### config.mk
export PLATFORM = sky130hd
export DESIGN_NAME = branch_predictor
export DESIGN_NICKNAME = d
export VERILOG_FILES = /design/src/rtl/branch_predictor.sv
export SDC_FILE = /design/constraint.sdc
export NUM_CORES = 2
export LEC_CHECK = 0
export ABC_CLOCK_PERIOD_IN_PS = 5900
export BUFFER_PORTS_ARGS = -buffer_cell sky130_fd_sc_hd__buf_2
export CAP_MARGIN = 20
export CORE_MARGIN = 5
export CORE_UTILIZATION = 50
export DETAILED_ROUTE_END_ITERATION = 8
export GPL_TIMING_DRIVEN = 0
export PLACE_DENSITY = 0.7
export RECOVER_POWER = 50
export SYNTH_ARGS = -nofsm -noshare
export SYNTH_HDL_FRONTEND = slang
export SYNTH_SLANG_ARGS = --single-unit
### constraint.sdc
create_clock -name CLK -period 5.9 [get_ports CLK]
set_input_delay 1.18 -clock CLK [delete_from_list [all_inputs] [get_ports CLK]]
set_output_delay 1.18 -clock CLK [all_outputs]
set_load 0.01 [all_outputs]
### src/rtl/branch_predictor.sv
// Branch predictor: direct-mapped BTB with one 2-bit saturating counter per
// entry. The fetch-stage lookup is combinational. The EX stage resolves each
// branch, raises a redirect request, updates the table and keeps branch and
// mispredict statistics.
module branch_predictor #(
  parameter int IDX_W = 4
) (
  input  logic        CLK,
  input  logic        CPU_RSTn,
  input  logic [31:0] PCF,
  output logic        PredTakenF,
  output logic [31:0] PredTargetF,
  input  logic        ValidE,
  input  logic        StallE,
  input  logic [31:0] PCE,
  input  logic [2:0]  BranchTypeE,
  input  logic        BranchE,
  input  logic [31:0] BrTargetE,
  input  logic        PredTakenE,
  input  logic [31:0] PredTargetE,
  output logic        MispredE,
  output logic [31:0] CorrectPCE,
  output logic [31:0] BrCount,
  output logic [31:0] MispCount
);

  localparam int N     = 1 << IDX_W;
  localparam int TAG_W = 30 - IDX_W;

  logic             valid_q  [N];
  logic [TAG_W-1:0] tag_q    [N];
  logic [31:0]      target_q [N];
  logic [1:0]       ctr_q    [N];
  logic [31:0]      br_cnt_q, br_cnt_d;
  logic [31:0]      misp_cnt_q, misp_cnt_d;

  logic [IDX_W-1:0] idx_f, idx_e;
  logic [TAG_W-1:0] tag_f, tag_e;
  logic             hit_f, hit_e, is_br, upd;

  logic             wr_en;
  logic             valid_d;
  logic [TAG_W-1:0] tag_d;
  logic [31:0]      target_d;
  logic [1:0]       ctr_d;

  // The two low PC bits never take part in indexing or tagging.
  logic unused_pc_bits;
  assign unused_pc_bits = ^{PCF[1:0], PCE[1:0]};

  assign idx_f = PCF[IDX_W+1:2];
  assign tag_f = PCF[31:IDX_W+2];
  assign idx_e = PCE[IDX_W+1:2];
  assign tag_e = PCE[31:IDX_W+2];

  assign hit_f = valid_q[idx_f] && (tag_q[idx_f] == tag_f);
  assign hit_e = valid_q[idx_e] && (tag_q[idx_e] == tag_e);
  assign is_br = (BranchTypeE != 3'd0);
  assign upd   = ValidE && !StallE;

  // Fetch lookup sees only registered contents, so a same-cycle update shows up next cycle.
  always_comb begin
    PredTakenF  = hit_f && ctr_q[idx_f][1];
    PredTargetF = PredTakenF ? target_q[idx_f] : 32'd0;
  end

  // Redirect decision for the instruction currently in EX.
  always_comb begin
    MispredE = ValidE && (
                 (is_br && (BranchE != PredTakenE)) ||
                 (is_br && BranchE && PredTakenE && (PredTargetE != BrTargetE)) ||
                 (!is_br && PredTakenE));
    CorrectPCE = (is_br && BranchE) ? BrTargetE : (PCE + 32'd4);
  end

  // Next contents of the single entry addressed by PCE.
  always_comb begin
    wr_en    = 1'b0;
    valid_d  = valid_q[idx_e];
    tag_d    = tag_q[idx_e];
    target_d = target_q[idx_e];
    ctr_d    = ctr_q[idx_e];
    if (upd) begin
      if (is_br) begin
        if (hit_e) begin
          wr_en = 1'b1;
          if (BranchE) begin
            target_d = BrTargetE;
            if (ctr_q[idx_e] != 2'b11) ctr_d = ctr_q[idx_e] + 2'd1;
          end else if (ctr_q[idx_e] != 2'b00) begin
            ctr_d = ctr_q[idx_e] - 2'd1;
          end
        end else if (BranchE) begin
          // Allocate on a taken miss; starts weakly taken.
          wr_en    = 1'b1;
          valid_d  = 1'b1;
          tag_d    = tag_e;
          target_d = BrTargetE;
          ctr_d    = 2'b10;
        end
      end else if (hit_e) begin
        // A non-branch aliasing onto an entry would keep predicting a bogus redirect.
        wr_en   = 1'b1;
        valid_d = 1'b0;
      end
    end
  end

  // Statistics, both saturating at all-ones.
  always_comb begin
    br_cnt_d   = br_cnt_q;
    misp_cnt_d = misp_cnt_q;
    if (upd && is_br && (br_cnt_q != 32'hFFFF_FFFF))       br_cnt_d   = br_cnt_q + 32'd1;
    if (upd && MispredE && (misp_cnt_q != 32'hFFFF_FFFF)) misp_cnt_d = misp_cnt_q + 32'd1;
  end

  // Table storage; reset wipes every entry so an in-flight update is lost.
  always_ff @(posedge CLK or negedge CPU_RSTn) begin
    if (!CPU_RSTn) begin
      for (int i = 0; i < N; i++) begin
        valid_q[i]  <= 1'b0;
        tag_q[i]    <= '0;
        target_q[i] <= 32'd0;
        ctr_q[i]    <= 2'b01;
      end
    end else if (wr_en) begin
      valid_q[idx_e]  <= valid_d;
      tag_q[idx_e]    <= tag_d;
      target_q[idx_e] <= target_d;
      ctr_q[idx_e]    <= ctr_d;
    end
  end

  // Statistic registers.
  always_ff @(posedge CLK or negedge CPU_RSTn) begin
    if (!CPU_RSTn) begin
      br_cnt_q   <= 32'd0;
      misp_cnt_q <= 32'd0;
    end else begin
      br_cnt_q   <= br_cnt_d;
      misp_cnt_q <= misp_cnt_d;
    end
  end

  assign BrCount   = br_cnt_q;
  assign MispCount = misp_cnt_q;

endmodule

# [Word level (Yosys, flattened, before mapping)]
# Cells that the tools add are included.
[op_classes] eq_ne=7 mux=62 addsub=5 bitwise=2 reduce_logical=21 n_mul=0 magnitude_cmp=3 div_mod_pow=0 shifts=0
[ops] operator="$bwmux 512" n=1
[ops] operator="$bwmux 416" n=1
[ops] operator="$mux 32" n=10
[ops] operator="$bmux 32 s4" n=2
[ops] operator="$mux 26" n=9
[ops] operator="$bmux 26 s4" n=2
[ops] operator="$demux 32 s4" n=1
[ops] operator="$demux 26 s4" n=1
[ops] operator="$add 32x1->32 const B" n=2
[ops] operator="$ne 32x32->1 const B" n=2
[ops] operator="$eq 26x26->1" n=2
[ops] operator="$add 32x3->32 const B" n=1
[ops] operator="$bwmux 32" n=1
[ops] operator="$ne 32x32->1" n=1
[ops] operator="$mux 2" n=12
[ops] operator="$bmux 2 s4" n=2
[ops] operator="$bwmux 16" n=1
[ops] operator="$logic_and 1x1->1" n=15
[ops] operator="$mux 1" n=15
[ops] operator="$ge 5x5->1 const B" n=2
[ops] operator="$not 4->5" n=2
[ops] operator="$bmux 1 s4" n=2
[ops] operator="$demux 2 s4" n=1
[ops] operator="$lt 5x1->1 const B" n=1
[ops] operator="9 further kinds" n=11
[totals] out_inout_bits=130 mem_bits_rw=0 elab_cells=166 input_bits=137 regBits=1040 latch_bits=0 mem_bits_ro=0 n_memories=0

# [Logic depth before layout (Yosys ltp)]
[logic_depth] word_depth=11 depth_mapped=16 depth_no_buf=11

# [Worst setup path before layout]
# Ideal clock, no wire load.
[synth_timing] path_type="input -> output" from="input port PCF[2]" to="output port PredTargetF[11]" n_path_buf=6 arrival_ns=4.529 stages=9 slack_ns=0.191 required_ns=4.720 cell_sequence="clkbuf_1 -> buf_1 -> buf_1 -> clkbuf_1 -> buf_1 -> buf_1 -> mux4_2 -> mux4_2 -> nor2b_1"
[synth_between] elab_chain_len=8 elab_cells_between_ends=17 classes_between="1 x eq/ne; 13 x mux; 1 x bitwise; 2 x reduce/logical"
[synth_rtl] item="from (decl)" line="10" rtl="input logic [31:0] PCF,"
[synth_rtl] item="$not 4->5 (not written as such) *" line="56, 63, 64"
[synth_rtl] item="$bmux 26 s4" line="56" rtl="assign hit_f = valid_q[idx_f] && (tag_q[idx_f] == tag_f);"
[synth_rtl] item="$mux 26 (not written as such) (2 in series)" line="56"
[synth_rtl] item="$eq 26x26->1" line="56"
[synth_rtl] item="$logic_and 1x1->1" line="56"
[synth_rtl] item="$logic_and 1x1->1" line="63" rtl="PredTakenF = hit_f && ctr_q[idx_f][1];"
[synth_rtl] item="$mux 32 *" line="64" rtl="PredTargetF = PredTakenF ? target_q[idx_f] : 32'd0;"
[synth_rtl] item="to (decl)" line="12" rtl="output logic [31:0] PredTargetF,"
# Mark *: on every way between the ends. The rest lies on a longest branch, timed or not. The select of a mux whose other input is x is not followed.

# [Worst setup path after layout]
[layout_timing] from="input port PCE[3]" to="register tag_q[67] in the netlist's numbering"
[layout_between] elab_chain_len=10 elab_cells_between_ends=23 classes_between="2 x order compare; 1 x eq/ne; 17 x mux; 1 x bitwise; 2 x reduce/logical"
[layout_rtl] item="from (decl)" line="15" rtl="input logic [31:0] PCE,"
[layout_rtl] item="$not 4->5 (not written as such) *" line="57, 80, 128"
[layout_rtl] item="$bmux 26 s4" line="57, 80"
[layout_rtl] item="$mux 26 (not written as such) (2 in series)" line="57, 80"
[layout_rtl] item="$eq 26x26->1" line="57" rtl="assign hit_e = valid_q[idx_e] && (tag_q[idx_e] == tag_e);"
[layout_rtl] item="$logic_and 1x1->1" line="57"
[layout_rtl] item="$mux 26" line="85" rtl="if (hit_e) begin"
[layout_rtl] item="$mux 26" line="84" rtl="if (is_br) begin"
[layout_rtl] item="$mux 26" line="83" rtl="if (upd) begin"
[layout_rtl] item="$bwmux 416" line="128" rtl="tag_q[idx_e] <= tag_d;"
[layout_rtl] item="to (signal, indexed assignment)" line="128"
[layout_rtl] item="to (decl)" line="31" rtl="logic [TAG_W-1:0] tag_q [N];"
# Marked as above.
# A chain may end at the register's enable or synchronous reset.

==> reports/results.tsv <==
metric	value	unit
status	complete, but fails checks	
failing checks	max-capacitance violations, max-slew violations, negative setup slack	
share of post-route cells with drive strength above 1	53.5	%
final number of hold-violating endpoints	0	
GPL Wtd Cong	0.965	
gr ovfl total	0	
Syn-to-layout area delta	14.7	%
most numerous cell in the Yosys netlist	dfrtp_1	
worst endpoint required time	6.48	ns
Synth top area share	44.9	%
Core Area	114000	um2
complex-gate fraction of the synthesized area	1.63	%
CTS root buf	clkbuf_16	
Post-Syn Area	57000	um2
initial antenna violation count	22	
post-DP HPWL	146000	um
row count	124	
final worst slack	-0.362	ns
final number of max-transition violations	531	
largest net degree at the start of global routing	167	
H-Tree Depth	3	
Post-DRT Antenna Nets	0	
Die Span Y	348	um
reg2reg setup slack	0.74	ns
asr flop ratio synth	100	%
Die ar.	121000	um2
Area contributors post-synth	dfrtp_1 (45%), mux4_2 (22%), mux2_2 (20%), xnor2_1 (2.0%), mux2i_1 (1.2%)	
Synth top cells by count	dfrtp_1 (1024), mux2_2 (1012), mux4_2 (550), clkbuf_1 (168), xnor2_1 (127)	
Tmin final	6.26	ns
Crit Path Category	primary input to flip-flop	
Critical Path AT	6.85	ns
GRT Util Overall	34.0	%
part of the power in registers	44.9	%
Boundary Pins	267	
Startpoint Class	primary input	
Starting Density	50.1	%
RSZ-0062 raised after global routing	true	
Max-Cap Viols	4	
Pre-antenna DRT Iters	6	
CP Capture Type	flip-flop	
Max Root-Sink Buffers	3	
Iter 0 DRT Violations	5225	
post-synthesis mux area share	43.3	%
worst r2r path cells	10	
first-pass GRT wire length	296000	um
Worst VDD drop	0.243	mV
I/O Buffers	251	
mean post-synth cell area	15.1	um2
clk_skew	0.0320	ns
Synth Register Bits	1040	
Final nets	4336	
sw frac	27.0	%
clk slew on worst S/H paths	0.06	ns
Vias	39961	
final wirelength	207000	um
total CTS buffers	111	
fmax	160	MHz
Post-Synth Simple-Gate Area	3.68	%
Num Clock Sinks	1040	
Net Sw Power	0.00468	W
routed len/inst	35.7	um
setup violators final	381	
relative slew slack	-180	%
Remaining DRCs	0	
clock latency on the worst-skew pair	0.73	ns
XOR/XNOR Fraction of Synth Area	2.72	%
vias in the first global route	40453	
Yosys warning count	0	
CTS tree	done	
Adder-Cell Fraction of Synth Area	0.149	%
worst slew pin tran	4.20	ns
Die Span X	348	um
Comb power frac	13.1	%
Clock Power Share	42.0	%
Leak	29.9	nW
HP Class	primary input to asynchronous set/reset pin	
Synth area leader	dfrtp_1	
overall power	0.0173	W
combinational family with the most area after synthesis	multiplexers	
cts hold-fix bufs	0	
cells after synthesis	3773	
final core utilization	57.5	%
crit path max fanout	13	
Synth Flop Type	dfrtp_1	
Net Count, Synth	3916	
post-synthesis cell type count	65	
EDFF count, synth	0	
via/cell ratio	6.88	
Power Density	264	nW/um2
post-synthesis sequential area ratio	45.7	%
Int Pwr	0.0126	W
Final Cycle Share	106	%
-- cells by family after synthesis --
| kind of cell | Yosys count |
|---|---|
| buf+inv | 356 |
| simple gates | 395 |
| fa+ha+maj | 7 |
| xor+xnor | 177 |
| flops | 1040 |
| compound gates | 145 |
| mux | 1653 |
-- worst max-delay path, stage by stage --
cell and delay (ns):
buf_2 0.26, inv_1 0.52, buf_2 0.56, clkdlybuf4s18_2 0.66, mux2_2 0.45, xnor2_1 0.32, o2111ai_1 0.18, nor4_1 0.31
nand4_2 0.38, a21oi_2 0.92, buf_2 0.62, mux2_2 0.41
-- cell type report --
type / instances / area (um2)
well taps: 1512 / 1890
fillers: 9083 / 48400
diodes: 15 / 37.5
multi-input cells: 2377 / 29700
repair buffers: 309 / 1980
clock inverters: 41 / 484
inverters: 16 / 60.1
plain buffers: 338 / 2020
clock buffers: 163 / 3260
flip-flops and latches: 1040 / 26000
-- layout by cell type (no fill, tap or decap), types with 52 or more instances in the layout --
| master | instances |
|---|---|
| dfrtp_1 | 1024 |
| mux2_2 | 1012 |
| mux4_2 | 550 |
| buf_2 | 274 |
| clkbuf_1 | 176 |
| xnor2_1 | 124 |
| clkbuf_16 | 115 |
| nand2_1 | 88 |
| mux2i_1 | 71 |
| clkbuf_2 | 65 |
| nor2_1 | 62 |
| nand3_1 | 53 |
| a21oi_1 | 52 |
-- final timing paths --
kind,startpoint,endpoint
max,PCE[3],tag_q[67]
min,CPU_RSTn,tag_q[375]
max reg2reg,tag_q[43],tag_q[67]
min reg2reg,MispCount[20],MispCount[20]
max in group asynchronous,CPU_RSTn,target_q[439]
min in group CLK,MispCount[20],MispCount[20]
-- stage by stage --
stage	setup TNS, ns	cell area (um2)	setup WS, ns	hold WS (ns)	std cells
2_1_floorplan	0	57000	0.191	0.477	3773
3_3_place_gp	-	60200	-19.25	0.472	5536
3_5_place_dp	-1821.80	61000	-2.58	0.484	5580
4_1_cts	-0.000458	65400	-0.000458	0.420	5791
5_1_grt	-26.43	65400	-0.196	0.434	5799
6_report	-57.88	65400	-0.362	0.374	5811
-- timing repair --
action / 4_1_cts / 5_1_grt
cloned: 0 / 0
setup buffers: 9 / 3
pin swaps: 4 / 2
resized for setup: 244 / 37
setup endpoints to repair: 1039 / 700
-- power by group through the flow --
stage	Sequential [W]	Clock [W]	Combinational [W]
floorplan	0.00780	0	0.00129
global placement	0.00787	0	0.00212
detailed placement	0.00788	0	0.00220
CTS	0.00775	0.00730	0.00224
global route	0.00780	0.00758	0.00238
finish	0.00777	0.00726	0.00227
-- layer usage --
metal / track usage [%] / up-vias / wire length [um]
met3: 13.4 / 608 / 27800
met1: 45.9 / 21204 / 79200
met5: 1.06 / - / 427
li1: - / 15397 / -
met2: 48.9 / 2738 / 89200
met4: 14.9 / 14 / 10600
-- sequential cells by signal (all words and copies together) (netlist names) --
register and flops:
target_q 512, ctr_q 32, BrCount 32, tag_q 416
MispCount 32, valid_q 16
Power figures use the tool's default switching activity.
